===== src/rtl/hazard_scoreboard_unit.sv =====
// hazard_scoreboard_unit: per-register load countdown scoreboard beside ID,
// ID-stage control-transfer resolution and saturating stall/flush statistics.
module hazard_scoreboard_unit #(
  parameter int WORD_SIZE = 16,
  parameter int NUM_REGS  = 4,
  parameter int RADDR_W   = 2,
  parameter int LOAD_LAT  = 1,
  parameter int CNT_W     = 3,
  parameter int STAT_W    = 16
) (
  input  logic                 clk,
  input  logic                 reset_n,
  input  logic                 id_valid,
  input  logic [RADDR_W-1:0]   id_rs,
  input  logic                 id_use_rs,
  input  logic [RADDR_W-1:0]   id_rt,
  input  logic                 id_use_rt,
  input  logic [RADDR_W-1:0]   id_rd,
  input  logic                 id_writes_rd,
  input  logic                 id_is_load,
  input  logic                 id_is_jump,
  input  logic [WORD_SIZE-1:0] id_jump_target,
  input  logic [WORD_SIZE-1:0] id_pred_next_pc,
  input  logic                 mem_wait,
  output logic                 stall,
  output logic                 issue,
  output logic                 redirect,
  output logic [WORD_SIZE-1:0] redirect_pc,
  output logic                 flush_if,
  output logic [STAT_W-1:0]    stall_count,
  output logic [STAT_W-1:0]    flush_count
);

  logic [CNT_W-1:0]  r_cnt [NUM_REGS];
  logic [STAT_W-1:0] r_stall_cnt;
  logic [STAT_W-1:0] r_flush_cnt;

  logic w_rs_busy;
  logic w_rt_busy;
  logic w_data_hz;
  logic w_stall;
  logic w_issue;
  logic w_redirect;

  assign w_rs_busy  = id_use_rs && (r_cnt[id_rs] != '0);
  assign w_rt_busy  = id_use_rt && (r_cnt[id_rt] != '0);
  assign w_data_hz  = id_valid && (w_rs_busy || w_rt_busy);
  assign w_stall    = mem_wait || w_data_hz;
  assign w_issue    = id_valid && !w_stall;
  // A stalled jump cannot redirect; it resolves when it finally issues.
  assign w_redirect = w_issue && id_is_jump &&
                      (id_jump_target != id_pred_next_pc);

  assign stall       = w_stall;
  assign issue       = w_issue;
  assign redirect    = w_redirect;
  assign flush_if    = w_redirect;
  assign redirect_pc = w_redirect ? id_jump_target : '0;
  assign stall_count = r_stall_cnt;
  assign flush_count = r_flush_cnt;

  always_ff @(posedge clk or negedge reset_n) begin
    if (!reset_n) begin
      for (int r = 0; r < NUM_REGS; r++) begin
        r_cnt[r] <= '0;
      end
      r_stall_cnt <= '0;
      r_flush_cnt <= '0;
    end else begin
      if (!mem_wait) begin
        // A newer write to rd supersedes any pending load countdown.
        for (int r = 0; r < NUM_REGS; r++) begin
          if (w_issue && id_writes_rd && (id_rd == RADDR_W'(r))) begin
            r_cnt[r] <= id_is_load ? CNT_W'(LOAD_LAT) : '0;
          end else if (r_cnt[r] != '0) begin
            r_cnt[r] <= r_cnt[r] - CNT_W'(1);
          end
        end
      end
      if (w_data_hz && !mem_wait && (r_stall_cnt != '1)) begin
        r_stall_cnt <= r_stall_cnt + STAT_W'(1);
      end
      if (w_redirect && (r_flush_cnt != '1)) begin
        r_flush_cnt <= r_flush_cnt + STAT_W'(1);
      end
    end
  end

endmodule


===== config.mk =====
export PLATFORM = sky130hd
export DESIGN_NAME = hazard_scoreboard_unit
export DESIGN_NICKNAME = d
export VERILOG_FILES = /design/src/rtl/hazard_scoreboard_unit.sv
export SDC_FILE = /design/constraint.sdc
export NUM_CORES = 1
export LEC_CHECK = 0
export ABC_CLOCK_PERIOD_IN_PS = 2900
export CORE_ASPECT_RATIO = 1.5
export CORE_MARGIN = 4
export CORE_UTILIZATION = 45
export DETAILED_ROUTE_END_ITERATION = 10
export PLACE_DENSITY_LB_ADDON = 0.3
export SETUP_SLACK_MARGIN = 0.02
export SLEW_MARGIN = 30
export SYNTH_ARGS = -nofsm -noshare
export SYNTH_HDL_FRONTEND = slang
export SYNTH_SLANG_ARGS = --single-unit

===== constraint.sdc =====
create_clock -name clk -period 2.9 [get_ports clk]
set_input_delay 0.58 -clock clk [delete_from_list [all_inputs] [get_ports clk]]
set_output_delay 0.58 -clock clk [all_outputs]
set_load 0.05 [all_outputs]

**Word-level counts from Yosys, hierarchy flattened**

Cells that the tools add are included.
W data, S select, Z words.

- Output and inout port bits: 52
- Word-level logic and storage cells: 72
- Input port bits: 47
- Bits in registers: 44

- $lt $le $gt $ge: 2
- Bitwise gates (word level): 3
- Equal/unequal tests: 6
- Reductions and logical operators: 33
- Mux-type cells: 16
- $add $sub $neg: 6

Operator list:

| kind | number |
|---|---|
| $mux W3 | 12 |
| $add A16 B1 Y16 const B | 2 |
| $ne A16 B16 Y1 const B | 2 |
| $reduce_bool A3 Y1 | 6 |
| $mux W16 | 1 |
| $ne A16 B16 Y1 | 1 |
| $logic_and A1 B1 Y1 | 14 |
| $bmux W3 S2 | 2 |
| $sub A3 B1 Y3 const B | 4 |
| $reduce_and A2 Y1 | 4 |
| $reduce_bool A2 Y1 | 4 |
| $ge A3 B3 Y1 const B | 2 |
| $not A2 Y3 | 2 |
| $eq A2 B2 Y1 const B | 2 |
| $eq A2 B1 Y1 const B | 1 |
| $logic_not A1 Y1 | 2 |
| $logic_not A2 Y1 | 1 |
| $logic_or A1 B1 Y1 | 2 |
| $mux W1 | 1 |
| $not A1 Y1 | 1 |

**Logic depth before layout (Yosys ltp)**

Gate-level depths: netlist of the first run.

- Depth in word-level cells: 15
- Depth in mapped cells: 8
- Mapped depth without buffers: 7

**Least setup slack after synthesis of the first run**

Ideal clock, no wire load.

- Path kind: input to output
- Start: input port id_use_rt
- End: output port redirect_pc[10]
- Setup slack: -142 ps
- Arrival time: 2462 ps
- Data required time: 2320 ps
- Stages on the path: 7
- Buffers on the path: 2
- Cells stage by stage: nor3b_1 -> o32a_1 -> a311o_1 -> buf_4 -> nor4_4 -> buf_2 -> and2_1

- Cells in the longest elaborated chain, start to end: 9

RTL lines:

| what | line | text |
|---|---|---|
| from (decl) | 17 | `input logic id_use_rt,` |
| $logic_and A1 B1 Y1 | 46 | `assign w_rt_busy = id_use_rt && (r_cnt[id_rt] != '0);` |
| $logic_or A1 B1 Y1 | 47 | `assign w_data_hz = id_valid && (w_rs_busy \|\| w_rt_busy);` |
| $logic_and A1 B1 Y1 | 47 |  |
| $logic_or A1 B1 Y1 | 48 | `assign w_stall = mem_wait \|\| w_data_hz;` |
| $logic_not A1 Y1 | 49 | `assign w_issue = id_valid && !w_stall;` |
| $logic_and A1 B1 Y1 | 49 |  |
| $logic_and A1 B1 Y1 (2 in a row) | 51 | `assign w_redirect = w_issue && id_is_jump &&` |
| net flush_if | 29 | `output logic flush_if,` |
| $mux W16 | 58 | `assign redirect_pc = w_redirect ? id_jump_target : '0;` |
| to (decl) | 28 | `output logic [WORD_SIZE-1:0] redirect_pc,` |

The timed path passes the listed nets, and every way through them passes these cells.

**Worst setup path after layout of the first run**

- Start: register r_cnt[1] (netlist bit)
- End: output port redirect_pc[6]

- Cells in the longest elaborated chain, start to end: 13
- Elaborated cells between the ends (all ways): 18
- Classes of those cells: 7 x mux; 11 x reduce/logical

RTL lines:

| what | line | text |
|---|---|---|
| from (decl) | 34 | `logic [CNT_W-1:0] r_cnt [NUM_REGS];` |
| from (signal, indexed assignment) | 74 | `r_cnt[r] <= id_is_load ? CNT_W'(LOAD_LAT) : '0;` |
| from (signal, indexed assignment) | 76 | `r_cnt[r] <= r_cnt[r] - CNT_W'(1);` |
| $bmux W3 S2 (on tied branches) | 45, 46 |  |
| $mux W3 (on tied branches) (2 in a row) | 45, 46 |  |
| $reduce_bool A3 Y1 (on tied branches) | 45, 46 |  |
| $logic_and A1 B1 Y1 (on tied branches) | 45, 46 |  |
| $logic_or A1 B1 Y1 * | 47 |  |
| $logic_and A1 B1 Y1 * | 47 |  |
| $logic_or A1 B1 Y1 * | 48 |  |
| $logic_not A1 Y1 * | 49 |  |
| $logic_and A1 B1 Y1 * | 49 |  |
| $logic_and A1 B1 Y1 * (2 in a row) | 51 |  |
| $mux W16 * | 58 |  |

Every way passes the cells marked *; elsewhere a longest branch is shown, timed or not. The select of a mux whose other input is x is not followed.

==> summary.txt, run 1 <==
Outcome
  • Run status: finished, violations left
  • Violated checks: negative setup slack

Cells and area
  • Number of diodes: 0
  • Layout Cells excl Fill: ~480
  • Total number of nets in the final design: approximately 470
  • Share of cells above drive strength 1: 0.190
  • Area Overhead vs Synth: 57.6%

Placed design
  • Final weighted congestion in routability-driven placement: around 0.84
  • Post-placement cell count: 470
  • Pre-CTS setup slack: -210 ps
  • Count of input and output buffers: between 90 and 100
  • Post-detailed-placement half-perimeter wirelength: between 5000 and 6000 µm

Timing
  • Minimum clock period after layout: between 2000 and 3000 ps
  • Setup repair after global routing missed its margin: true
  • Achievable frequency: between 300 and 400 MHz
  • Final Max Slew Viols: 0
  • Hold violation count in the final report: 0
  • Setup slack of the critical path after layout: -69.0 ps
  • Number of endpoints failing setup at the final stage: 18
  • Max Clock Skew: between 10 and 15 ps
  • Least-Margin Pin Slew: between 500 and 600 ps
  • Period utilization: 1.02
  • Worst relative slew slack: 0.623

Synth
  • Most area-consuming cells after synthesis: dfrtp_1, xnor2_1, ha_1
  • Yosys reg bits: 44
  • Number of flops mapped to enable cells by yosys: 0
  • Post-Synthesis Cells: a little under 300
  • Net count of the mapped netlist: ~350
  • Synth top cells by count: dfrtp_1, xnor2_1, nor2_1
  • Yosys top cell area share: 0.406
  • Yosys Warn Count: 0
  • Fraction of registers with async set/reset: 1.00
  • Average cell area after synthesis: between 9 and 10 µm²
  • Post-synthesis cell type with the largest combined area: dfrtp_1
  • Sequential fraction of the synthesis area: 0.406
  • Syn Std Cell Area: about 2700 µm²
  • Most used standard cell by instance count after synthesis: dfrtp_1
  • Distinct cells, synth: between 40 and 50
  • Predominant post-synthesis flop cell: dfrtp_1

Power and ir drop
  • Total power per unit cell area: 582 nW/µm²
  • Fraction of power spent switching nets: 0.410
  • Power Internal: between 1 and 1.5 mW
  • Leakage power: 1.97 nW
  • NetSw: between 1 and 1.5 mW
  • Fraction of power consumed by the clock network: 0.165
  • Pwr Total: 2.49 mW
  • Gate power share: 0.469
  • Share of power burned in registers: 0.366
  • Max IR drop VDD: approximately 0.65 mV

Floorplan
  • Core Area: 5830 µm²
  • Die height: a little over 100 µm
  • Floorplan die width: a little over 70 µm
  • Number of primary I/O pins: 99
  • Initial Util: 0.466
  • Die area: approximately 7400 µm²
  • Rows: 34

CTS
  • Clock root buffer: clkbuf_8
  • Total number of H-tree levels: 2
  • Post-CTS clock slew at the launch and capture registers of the worst setup and hold paths: ~90 ps
  • Cts bufs inserted: 5
  • Max Root-Sink Buffers: 2
  • Total clock sinks: 44
  • TritonCTS clock tree: built
  • Clock latency on the worst-skew pair: 300 ps

Global route
  • Initial antenna violation count: 0
  • Sum of overflow across all layers after global routing: 0
  • First-pass GRT wire length: between 10,000 and 15,000 µm
  • Maximum number of pins on one net before global-route repair: 45
  • Vias in the first global route: 2,626
  • GR met3 Demand/Resource: 0.0371
  • Met1 layer usage reported by global route: 0.232
  • Met2 Usage GRT: 0.377
  • Overall track demand over capacity in global routing: 0.203
  • Layer with the highest usage: met2

Route
  • Initial detailed-routing violation count: 77
  • Total routed wirelength: ~7500 µm
  • Number of search-and-repair iterations in the first detailed-routing pass: 4
  • Count of antenna-violating nets left after detailed routing: 0
  • DRC violations left: 0
  • Via density per instance: approximately 5.4
  • Detail-routed net length per standard cell: ~16 µm
  • Via count: 2,606

Setup path
  • Crit path launch type: register
  • Critical path endpoint category: output pin
  • Maximum fanout along the worst path: 5
  • Required time at the worst-slack endpoint: 2320 ps
  • Kind of critical path: reg2out
  • CP arrival: roughly 2400 ps

Min path
  • Hold/Removal Path Class: in2async

Job
  • Number of max-cap violations: 0
==> power by group through the flow <==
| stage | combinational (mW) | clock, mW | sequential [mW] |
|---|---|---|---|
| after floorplan | 0.564 | 0 | 1.07 |
| after global placement | 1.11 | 0 | 0.905 |
| after detailed placement | 1.16 | 0 | 0.909 |
| after CTS | 1.16 | 0.425 | 0.907 |
| after global routing | 1.29 | 0.442 | 0.936 |
| final | 1.17 | 0.411 | 0.911 |
==> what timing repair did <==
action / 4_1_cts / 5_1_grt
gates cloned: 0 / 2
pin swaps: 10 / 17
setup endpoints to repair: 20 / 20
resized for setup: 25 / 31
hold buffers: 0 / 0
buffers inserted: 1 / 5
==> sequential cells by signal, summed over array words and instances (netlist names) <==
register / flops
r_cnt: 12
flush_count: 16
stall_count: 16
==> worst max-delay path, cell delays in order (launching register included) <==
cell     delay, ps
dfrtp_1        430
nor3_4         250
mux2i_1        100
a311o_1        420
nor4_4         390
buf_4          220
and2_4         160
buf_12         130
==> metrics by stage <==
stage / utilization / TNS, ps / hold slack, ps / cell area [µm²]
after global placement: 0.702 / -3410 / 481 / 4090
after CTS: 0.719 / -1600 / 468 / 4190
final: 0.734 / -922 / 264 / 4280
after global routing: 0.734 / -2730 / 302 / 4280
after floorplan: - / 0 / 284 / 2730
after detailed placement: 0.702 / -3930 / 490 / 4090
==> layer usage <==
layer / share of wire / up-vias / wire length [µm]
li1: - / 1253 / -
met1: 0.40 / 1240 / 2980
met2: 0.52 / 103 / 3920
met3: 0.067 / 10 / 503
met4: 0.014 / 0 / 106
met5: 0 / - / 0
==> cell usage in the layout, fill, tap and decap left out, types with 16 or more instances in the layout <==
cell type / instances
xnor2_1: 39
buf_4: 24
inv_1: 16
clkdlybuf4s50_1: 49
nand3_1: 20
nor2_1: 21
nand2_1: 19
dfrtp_1: 44
and2_4: 16
dlygate4sd2_1: 19
buf_12: 19
==> cells by family after synthesis <==
group,after synthesis,synth area share
AND/OR/NAND/NOR,133,0.274
XOR/XNOR,44,0.142
flip-flops,44,0.406
buffers and inverters,25,0.0401
AO/OA/AOI/OAI,30,0.0807
multiplexers,3,0.0115
adder cells (fa/ha/maj),10,0.0461
==> path summary, 6_finish.rpt <==
| kind | from | slack, ps | endpoint | depth (start not counted) |
|---|---|---|---|---|
| min reg2reg | stall_count[10] | 500 | stall_count[10] | 1 |
| min | reset_n | 260 | stall_count[0] | 1 |
| max reg2reg | r_cnt[1] | 380 | flush_count[1] | 8 |
| max in group asynchronous | reset_n | 2240 | r_cnt[10] | 1 |
| min in group clk | stall_count[10] | 500 | stall_count[10] | 1 |
| max | r_cnt[1] | -70 | redirect_pc[6] | 7 |
==> layout make-up <==
class	instances	area, µm²
Fill cell	439	1550
Clock buffer	6	82.6
Timing Repair Buffer	122	1350
Sequential cell	44	1100
Multi-Input combinational cell	220	1580
Inverter	16	60.1
Tap cell	72	90.1
Clock inverter	2	15.0
No activity file was read; power rests on OpenSTA's default activity.
==> run 2, diff against run 1 <==
CELL_PAD_IN_SITES_DETAIL_PLACEMENT = 0   (was not set)
CELL_PAD_IN_SITES_GLOBAL_PLACEMENT = 2   (was not set)
CORE_UTILIZATION = 26   (was 45)
SETUP_SLACK_MARGIN = 0.3   (was 0.02)
==> run 2 against run 1 <==
Against the previous run: via count rose by 2.1%; largest cell class unchanged; clock power grew 62%; highest routed layer unchanged; total power increased by 14%; first-iteration DRC count is 39% lower; critical endpoint is now redirect_pc[4]; wire length is 7.2% higher; the flow now finishes without violations; critical path depth is 4 higher.
==> summary.txt, run 2 (same netlist as run 1, synthesis figures left out) <==
Placed design
  • Final weighted congestion in routability-driven placement: 0.774 (-8.3%)
  • Post-detailed-placement half-perimeter wirelength: 5940 µm (+3.5%)
  • Pre-CTS setup slack: -247 ps (-36.9 ps)
  • Count of input and output buffers: 98 (unchanged)
  • Post-placement cell count: 545 (+16%)
  • Total cell area at the placement stage: 4270 µm² (+4.3%)

Setup path
  • Slowest cell on crit path: o41ai_2
  • End of the worst register-to-register path: flush_count[1]
  • CP arrival: 2310 ps (-80 ps)
  • Kind of critical path: in2out
  • R2R setup slack: 420 ps (+40 ps)
  • Most frequent CP cell: buf_12
  • Required time at the worst-slack endpoint: 2320 ps (about the same)
  • Critical path endpoint category: output pin
  • Crit path largest cell delay: 380 ps (-50 ps)
  • Maximum fanout along the worst path: 5 (unchanged)
  • Cell chain of the critical path: buf_6 > xnor2_2 > nand4_1 > o41ai_2 > buf_4 > nor4_4 > buf_6 > buf_12 > buf_12 > and2_4 > buf_12
  • Crit path launch type: primary input
  • Startpoint of the worst-slack reg-to-reg timing path: r_cnt[9]
  • Cells on worst reg2reg path: 11 (+3)

Cells and area
  • Commonest non-fill, non-tap cell in the layout: dfrtp_1
  • Share of cells above drive strength 1: 0.330 (+0.140)
  • Number of diodes: 0 (unchanged)
  • Layout Cells excl Fill: 568 (+18%)
  • Non-Filler Cell Area, Final: 4730 µm² (+11%)
  • Fillers: 959 (+120%)
  • Most used cells in the layout excluding fill and tap cells: dfrtp_1, clkdlybuf4s50_1, xnor2_1
  • Sequential cell area: 1100 µm² (unchanged)
  • Area Overhead vs Synth: 74.4%
  • Area taken by multi-input logic gates: 1670 µm² (+6.2%)
  • Total number of nets in the final design: 483 (+3.6%)

Route
  • Via count: 2,660 (+2.1%)
  • Initial detailed-routing violation count: 47 (-39%)
  • Total routed wirelength: 8060 µm (+7.2%)
  • Detail-routed net length per standard cell: 14.2 µm (-9.0%)
  • Via density per instance: 4.68 (-13%)
  • DRC violations left: 0 (unchanged)
  • Number of search-and-repair iterations in the first detailed-routing pass: 4 (unchanged)
  • Count of antenna-violating nets left after detailed routing: 0 (unchanged)

Floorplan
  • Die height: 133 µm (+29%)
  • Number of primary I/O pins: 99 (unchanged)
  • Initial Util: 0.266 (-0.199)
  • Die area: 12,200 µm² (+65%)
  • Rows: 45 (+32%)
  • Floorplan die width: 91.4 µm (+28%)
  • Core Area: 10,200 µm² (+75%)

Global route
  • Overall track demand over capacity in global routing: 0.135 (-0.0677)
  • Initial antenna violation count: 0 (unchanged)
  • First-pass GRT wire length: 13,200 µm (+9.7%)
  • Vias in the first global route: 2,648 (+0.84%)
  • Maximum number of pins on one net before global-route repair: 25 (-44%)
  • Sum of overflow across all layers after global routing: 0 (unchanged)

Job
  • Number of max-cap violations: 0 (unchanged)

CTS
  • TritonCTS clock tree: built
  • Clock latency on the worst-skew pair: 290 ps (about the same)
  • Cts bufs inserted: 5 (unchanged)
  • Total number of H-tree levels: 2 (unchanged)
  • Total clock sinks: 44 (unchanged)
  • Post-CTS clock slew at the launch and capture registers of the worst setup and hold paths: 60 ps (-30 ps)
  • Clock root buffer: clkbuf_16
  • Max Root-Sink Buffers: 2 (unchanged)

Timing
  • Minimum clock period after layout: 2890 ps (-80.4 ps)
  • Number of endpoints failing setup at the final stage: 0 (-18)
  • Least-Margin Pin Slew: 533 ps (-33.4 ps)
  • Setup slack of the critical path after layout: 11.5 ps (+80.4 ps)
  • Max Clock Skew: 7.90 ps (-4.04 ps)
  • Hold violation count in the final report: 0 (unchanged)
  • Final Max Slew Viols: 0 (unchanged)
  • Setup repair after global routing missed its margin: true
  • Achievable frequency: 346 MHz (+2.8%)
  • Period utilization: 0.996 (-0.0277)
  • Worst relative slew slack: 0.644 (+0.0211)

Power and ir drop
  • Leakage power: 2.12 nW (+7.5%)
  • Total power per unit cell area: 600 nW/µm² (+3.1%)
  • Gate power share: 0.442 (-0.027)
  • Power Internal: 1.76 mW (+20%)
  • NetSw: 1.09 mW (+6.2%)
  • Share of power burned in registers: 0.323 (-0.043)
  • Max IR drop VDD: 0.412 mV (-37%)
  • Pwr Total: 2.84 mW (+14%)
  • Fraction of power spent switching nets: 0.382 (-0.0282)
  • Fraction of power consumed by the clock network: 0.235 (+0.070)

Min path
  • Hold/Removal Path Class: in2async

Outcome
  • Run status: completed
==> run 2: how the worst max path moves through the flow <==
| stage | startpoint | depth (start not counted) | to |
|---|---|---|---|
| 2_1_floorplan | id_use_rt | 7 | redirect_pc[11] |
| 3_3_place_gp | id_jump_target[6] | 9 | redirect_pc[5] |
| 3_5_place_dp | id_jump_target[6] | 9 | redirect_pc[4] |
| 4_1_cts | r_cnt[7] | 9 | stall |
| 5_1_grt | r_cnt[3] | 9 | redirect_pc[4] |
| 6_report | id_jump_target[4] | 11 | redirect_pc[4] |
==> run 2: worst max-delay path: cells and delay by family <==
family	cells	cell delay [ps]
XOR/XNOR	1	150
AND/OR/NAND/NOR	3	370
AO/OA/AOI/OAI	1	380
buffers and inverters	6	820
==> run 2: area by class of cell <==
| type | instances | share of cell area |
|---|---|---|
| multi-input combinational | 220 | 0.354 |
| tap | 141 | 0.0373 |
| inverter | 16 | 0.0127 |
| sequential | 44 | 0.233 |
| clock inverter | 3 | 0.00978 |
| timing repair buffer | 139 | 0.328 |
| clock buffer | 5 | 0.0264 |
==> run 2: per-stage QoR <==
stage          TNS [ps]  hold slack, ps  utilization
2_1_floorplan         0             284            -
3_3_place_gp      -5450             480        0.419
3_5_place_dp      -4650             483        0.419
4_1_cts               0             272        0.456
5_1_grt            -754             289        0.464
6_report              0             264        0.464
==> run 2: power by group through the flow <==
| stage | clock (mW) | sequential [mW] | combinational [mW] |
|---|---|---|---|
| finish | 0.667 | 0.919 | 1.26 |
| global route | 0.718 | 0.943 | 1.39 |
| CTS | 0.693 | 0.915 | 1.25 |
| detailed placement | 0 | 0.918 | 1.17 |
| global placement | 0 | 0.917 | 1.16 |
| floorplan | 0 | 1.07 | 0.577 |
==> run 2: layer usage <==
layer,part of all wire,vias to the layer above,track usage
met2,0.51,90,0.242
li1,-,1296,-
met1,0.42,1264,0.155
met5,0,-,0
met4,0.019,0,0.0529
met3,0.052,10,0.0311
==> run 2: repair_timing <==
item / 4_1_cts / 5_1_grt
pin swaps: 18 / 11
cloned: 3 / 1
setup buffers: 9 / 2
setup endpoints to repair: 22 / 29
hold buffers: 0 / 0
resized for setup: 157 / 21
